$ cat config.mk
export PLATFORM = sky130hd
export DESIGN_NAME = uart_echo_responder
export DESIGN_NICKNAME = d
export VERILOG_FILES = /design/src/rtl/uart_echo_responder.sv
export SDC_FILE = /design/constraint.sdc
export NUM_CORES = 1
export LEC_CHECK = 0
export ABC_AREA = 1
export CAP_MARGIN = 20
export CORE_UTILIZATION = 35
export CTS_BUF_LIST = sky130_fd_sc_hd__clkbuf_16
export CTS_CLUSTER_DIAMETER = 50
export DETAILED_ROUTE_END_ITERATION = 8
export PLACE_DENSITY = 0.57
export RECOVER_POWER = 25
export SYNTH_ARGS = -nofsm -noshare
export SYNTH_HDL_FRONTEND = slang
export SYNTH_SLANG_ARGS = --single-unit
$ cat constraint.sdc
create_clock -name i_clk -period 2.09 [get_ports i_clk]
set_input_delay 0.418 -clock i_clk [delete_from_list [all_inputs] [get_ports i_clk]]
set_output_delay 0.418 -clock i_clk [all_outputs]
set_load 0.02 [all_outputs]
$ cat src/rtl/uart_echo_responder.sv
// -----------------------------------------------------------------------------
// uart_echo_responder
//
// Purpose:
//   Responder end of a UART link. Bytes handed over by the UART receiver are
//   buffered in a small FIFO and sent back, one frame at a time, through the
//   UART transmitter's start/done handshake. Each echoed byte is XORed with a
//   constant mask (8'h00 gives a pure echo).
//
// Parameters:
//   FIFO_DEPTH : byte capacity of the echo FIFO (power of two, 2..256)
//   XOR_MASK   : constant XORed onto every byte at transmit time
//
// Ports:
//   i_clk        : system clock
//   i_aresetn    : synchronous, active-low reset
//   i_rx_data    : received byte, valid only while i_rx_done is high
//   i_rx_done    : one-cycle pulse, i_rx_data holds a new byte
//   i_tx_done    : one-cycle pulse from the transmitter, frame complete
//   o_tx_start   : one-cycle pulse requesting transmission of o_tx_data
//   o_tx_data    : byte to transmit, held from o_tx_start until i_tx_done
//   o_fifo_count : current FIFO occupancy
//   o_overflow   : sticky, a received byte was dropped on a full FIFO
//   o_busy       : FSM not idle or FIFO non-empty
// -----------------------------------------------------------------------------
module uart_echo_responder #(
    parameter int          FIFO_DEPTH = 16,
    parameter logic [7:0]  XOR_MASK   = 8'h00
) (
    input  logic                            i_clk,
    input  logic                            i_aresetn,
    input  logic [7:0]                      i_rx_data,
    input  logic                            i_rx_done,
    input  logic                            i_tx_done,
    output logic                            o_tx_start,
    output logic [7:0]                      o_tx_data,
    output logic [$clog2(FIFO_DEPTH):0]     o_fifo_count,
    output logic                            o_overflow,
    output logic                            o_busy
);

    localparam int AW = $clog2(FIFO_DEPTH);
    localparam int CW = $clog2(FIFO_DEPTH) + 1;

    typedef enum logic [1:0] {
        S_IDLE      = 2'd0,
        S_START     = 2'd1,
        S_WAIT_DONE = 2'd2
    } state_t;

    state_t          r_state;
    state_t          w_state_next;

    logic [7:0]      r_mem [FIFO_DEPTH];
    logic [AW-1:0]   r_wr_ptr;
    logic [AW-1:0]   r_rd_ptr;
    logic [CW-1:0]   r_count;
    logic            r_overflow;
    logic [7:0]      r_tx_data;

    logic            w_full;
    logic            w_empty;
    logic            w_pop;
    logic            w_push;
    logic            w_drop;
    logic            w_tx_start;

    assign w_full  = (r_count == CW'(FIFO_DEPTH));
    assign w_empty = (r_count == '0);

    // The pop decision uses the registered count, so a byte arriving into an
    // empty FIFO cannot be popped in the same cycle it is written.
    assign w_pop  = (r_state == S_IDLE) && !w_empty;

    // A full FIFO still accepts a byte when the head leaves in the same cycle.
    assign w_push = i_rx_done && (!w_full || w_pop);
    assign w_drop = i_rx_done && w_full && !w_pop;

    // ---------------------------------------------------------------------
    // FSM: state register
    // ---------------------------------------------------------------------
    always_ff @(posedge i_clk) begin
        if (!i_aresetn) begin
            r_state <= S_IDLE;
        end else begin
            r_state <= w_state_next;
        end
    end

    // ---------------------------------------------------------------------
    // FSM: next-state logic
    // ---------------------------------------------------------------------
    always_comb begin
        w_state_next = r_state;
        case (r_state)
            S_IDLE: begin
                if (!w_empty) begin
                    w_state_next = S_START;
                end
            end
            S_START: begin
                w_state_next = S_WAIT_DONE;
            end
            S_WAIT_DONE: begin
                if (i_tx_done) begin
                    w_state_next = S_IDLE;
                end
            end
            default: begin
                w_state_next = S_IDLE;
            end
        endcase
    end

    // ---------------------------------------------------------------------
    // FSM: output logic
    // ---------------------------------------------------------------------
    always_comb begin
        w_tx_start = 1'b0;
        if (r_state == S_START) begin
            w_tx_start = 1'b1;
        end
    end

    // ---------------------------------------------------------------------
    // FIFO storage: plain array, written on push, no reset so it maps to RAM
    // ---------------------------------------------------------------------
    always_ff @(posedge i_clk) begin
        if (w_push) begin
            r_mem[r_wr_ptr] <= i_rx_data;
        end
    end

    // ---------------------------------------------------------------------
    // FIFO pointers, occupancy, overflow flag and transmit data register
    // ---------------------------------------------------------------------
    always_ff @(posedge i_clk) begin
        if (!i_aresetn) begin
            r_wr_ptr   <= '0;
            r_rd_ptr   <= '0;
            r_count    <= '0;
            r_overflow <= 1'b0;
            r_tx_data  <= 8'h00;
        end else begin
            // Pointers are AW bits wide, so they wrap modulo FIFO_DEPTH.
            if (w_push) begin
                r_wr_ptr <= r_wr_ptr + AW'(1);
            end
            if (w_pop) begin
                r_rd_ptr  <= r_rd_ptr + AW'(1);
                // Registered read; on a full FIFO with simultaneous push the
                // write targets this same slot, and the old head is read.
                r_tx_data <= r_mem[r_rd_ptr] ^ XOR_MASK;
            end
            case ({w_push, w_pop})
                2'b10:   r_count <= r_count + CW'(1);
                2'b01:   r_count <= r_count - CW'(1);
                default: r_count <= r_count;
            endcase
            if (w_drop) begin
                r_overflow <= 1'b1;
            end
        end
    end

    assign o_tx_start   = w_tx_start;
    assign o_tx_data    = r_tx_data;
    assign o_fifo_count = r_count;
    assign o_overflow   = r_overflow;
    assign o_busy       = (r_state != S_IDLE) || !w_empty;

endmodule

==> results.tsv <==
stage	metric	value	unit
sta	min cycle time layout	2.03	ns
synth	post-synthesis cell count	537	
sta	Slew @ Worst Pin	1.06	ns
layout	Layout Nets	617	
grt	total track usage	0.184	
power	Power Density	1290	mW/mm^2
synth	Syn Std Cell Area	0.00639	sq mm
setup_path	Worst path max stage delay	0.67	ns
layout	layout cell share with drive strength beyond 1	0.149	
synth	post-synthesis mux area share	0	
synth	Syn Nets	555	
die	core area	0.0179	sq mm
synth	complex-gate fraction of the synthesized area	0.120	
sta	final setup TNS	0	ns
die	die width	137	um
worst_hold_path	worst hold path depth	2	
drt	Antenna Violating Nets Remaining	0	
setup_path	CP Capture Type	primary output	
setup_path	worst setup path startpoint	o_fifo_count[1]	
cts	Clock Latency Late Sink	0.43	ns
sta	fin. max-slew vios	0	
die	initial cell density of the core	0.357	
drt	DR iter-0 viols	524	
synth	Synth Area in Simple Gates	0.139	
cts	clock slew at reported path FFs	0.06	ns
flow_run	Max Cap Viol	0	
cts	CTS tree	built	
die	Chip Height	137	um
worst_hold_path	worst hold start	o_overflow	
placement	DP HPWL	10.7	mm
power	peak supply drop	0.723	mV
drt	drt via density	5.28	
placement	PortBufs	27	
synth	Seq cells post-synth	152	
sta	Final Setup Violations	0	
layout	register cell area after layout	0.00433	sq mm
die	row cnt	49	
sta	fmax	492	MHz
grt	largest net degree at the start of global routing	36	
drt	WL/cell	19.2	um
setup_path	Buf/Inv on CP	1	
grt	vias in the first global route	4290	
drt	TritonRoute pass-1 iters	5	
layout	Antenna diodes	0	
setup_path	CP max stage cell	clkdlybuf4s50_1	
grt	gr ovfl total	0	
grt	global-route wire length before repair	24.4	mm
sta	period utilization	0.973	
die	Top-Level Pins	28	
cts	H-tree depth	4	
drt	Via Count	4434	
drt	WL final	16.1	mm
placement	placed insts	809	
setup_path	r2r startpoint	o_fifo_count[1]	
sta	Hold Fails Final Rpt	0	
synth	Seq/Total Area, Yosys	0.677	
layout	fin cells	840	
sta	unrepaired setup endpoints after global routing	false	
layout	Area Growth Syn to Fin	20.3	%
synth	combinational family with the most area after synthesis	simple AND/OR/NAND/NOR gates	
die	die area	0.0188	sq mm
setup_path	reg2reg path depth	9	
setup_path	crit path kind	reg -> out	
worst_hold_path	Hold Path Class	reg -> reg	
setup_path	crit-path leading delay family	buffers and inverters	
sta	relative slew slack	0.295	
cts	Clock Path Buffers	2	
setup_path	Worst EP required	1.67	ns
setup_path	crit path max fanout	7	
setup_path	worst path cell trace	clkdlybuf4s50_1	
grt	initial antenna violation count	0	
synth	Ys Warns	0	
drt	DRC viols	0	
layout	Layout fillers	1648	
synth	Post-Synth Adder-Cell Area	0.0118	
sta	Clock Skews	0.00875	ns
setup_path	critical path depth in cells	1	
placement	Placer Congestion	0.929	
setup_path	arrival time at the worst endpoint	1.62	ns
power	Lkg Pwr	2.72	nW
synth	synth unique cells	34	
cts	CTS buffer count	17	
layout	footprint of the multi-input gates	0.00175	sq mm
synth	syn_area_per_cell	11.9	sq um
setup_path	CP startpoint kind	register	
synth	XOR/XNOR Fraction of Synth Area	0.00411	
cts	Post-CTS Setup Bufs	0	
cts	# clock sinks	152	
cts	CTS root buffer	clkbuf_16	
run_status	status	completed	
-- path summary, 6_finish.rpt --
path / slack (ns) / endpoint
min reg2reg: 0.45 / o_overflow
max: 0.06 / o_fifo_count[1]
min: 0.45 / o_overflow
max reg2reg: 0.16 / r_mem[0][2]
-- cell families (layout without fill, tap and decap cells) --
logic type / count (synthesis) / after routing
XOR/XNOR: 3 / 3
buffers and inverters: 63 / 137
flip-flops: 152 / 152
adder cells (fa/ha/maj): 6 / 6
AND/OR/NAND/NOR: 185 / 185
AO/OA/AOI/OAI: 128 / 128
-- timing repair --
item	4_1_cts	5_1_grt
hold endpoints to repair	0	0
hold buffers	0	0
resized for setup	3	2
setup endpoints to repair	3	2
-- state kept, by name (all words and copies together), names as in the netlist --
signal / flops
r_mem: 128
o_tx_data: 8
o_fifo_count: 5
r_rd_ptr: 4
r_wr_ptr: 4
r_state: 2
o_overflow: 1
-- power breakdown --
part	switching [mW]	total, mW	internal, mW	leakage [nW]
sequential	0.166	3.66	3.50	1.35
combinational	2.05	3.11	1.06	1.08
clock	1.25	3.12	1.88	0.283
-- cells in the final DEF, fill, tap and decap left out, types with 5 or more instances in the layout --
| cell type | n |
|---|---|
| inv_1 | 28 |
| clkbuf_16 | 17 |
| o22ai_1 | 9 |
| o21ai_0 | 60 |
| clkbuf_1 | 6 |
| o21ai_1 | 15 |
| o221ai_1 | 23 |
| ha_1 | 6 |
| a21oi_1 | 10 |
| edfxtp_1 | 128 |
| buf_4 | 39 |
| clkdlybuf4s50_1 | 18 |
| nand2_1 | 35 |
| nor2_1 | 104 |
| nand3_1 | 23 |
| o211ai_1 | 10 |
| dfxtp_1 | 22 |
| nand4_1 | 5 |
| dlygate4sd3_1 | 5 |
-- per-layer routing --
metal / vias up / GRT usage / share of wire
li1: 2062 / - / -
met1: 2123 / 0.243 / 0.43
met3: 30 / 0.0526 / 0.090
met4: 0 / 0.0702 / 0.019
met5: - / 0 / 0
met2: 219 / 0.284 / 0.46
-- synth_stat cells --
cell,count,share of area
ha_1,6,0.012
o22ai_1,9,0.0088
nand2_2,3,0.0029
buf_6,7,0.012
nand2_1,35,0.021
buf_4,3,0.0035
nand3_4,2,0.0055
clkbuf_1,16,0.0094
nand4_1,5,0.0049
nor2_8,3,0.0094
inv_2,3,0.0018
buf_2,3,0.0023
nor3_1,1,0.00078
nand3_1,23,0.018
nand3_2,2,0.0031
nor4_4,1,0.0033
o221ai_1,23,0.032
nor3b_2,1,0.0020
o211ai_1,10,0.012
nor2_4,1,0.0018
o21a_1,1,0.0012
nor2_2,2,0.0020
inv_6,1,0.0014
a21oi_1,10,0.0078
clkinv_1,2,0.0012
o21ai_1,15,0.012
dfxtp_1,24,0.075
edfxtp_1,128,0.60
nand2_4,2,0.0035
xor2_1,2,0.0027
inv_1,28,0.016
xnor2_1,1,0.0014
o21ai_0,60,0.047
nor2_1,104,0.061
-- per-stage QoR --
step	cell area [sq um]	setup slack [ns]	util	hold slack, ns	total power, mW
finish	7680	0.0566	0.429	0.449	9.90
global route	7680	0.0159	0.429	0.463	10.4
CTS	7700	0.0205	0.430	0.454	9.93
detailed placement	7110	-0.0662	0.397	0.444	6.82
global placement	7110	-0.0537	0.397	0.444	6.74
floorplan	6390	0.0807	-	0.465	5.83
-- cell type report --
type / instances / share of cell area
flip-flops and latches: 152 / 0.563
clock buffers: 17 / 0.0554
repair buffers: 72 / 0.0761
well taps: 229 / 0.0373
clock inverters: 14 / 0.0223
multi-input cells: 322 / 0.228
inverters: 34 / 0.0173
Power figures use the tool's default switching activity.
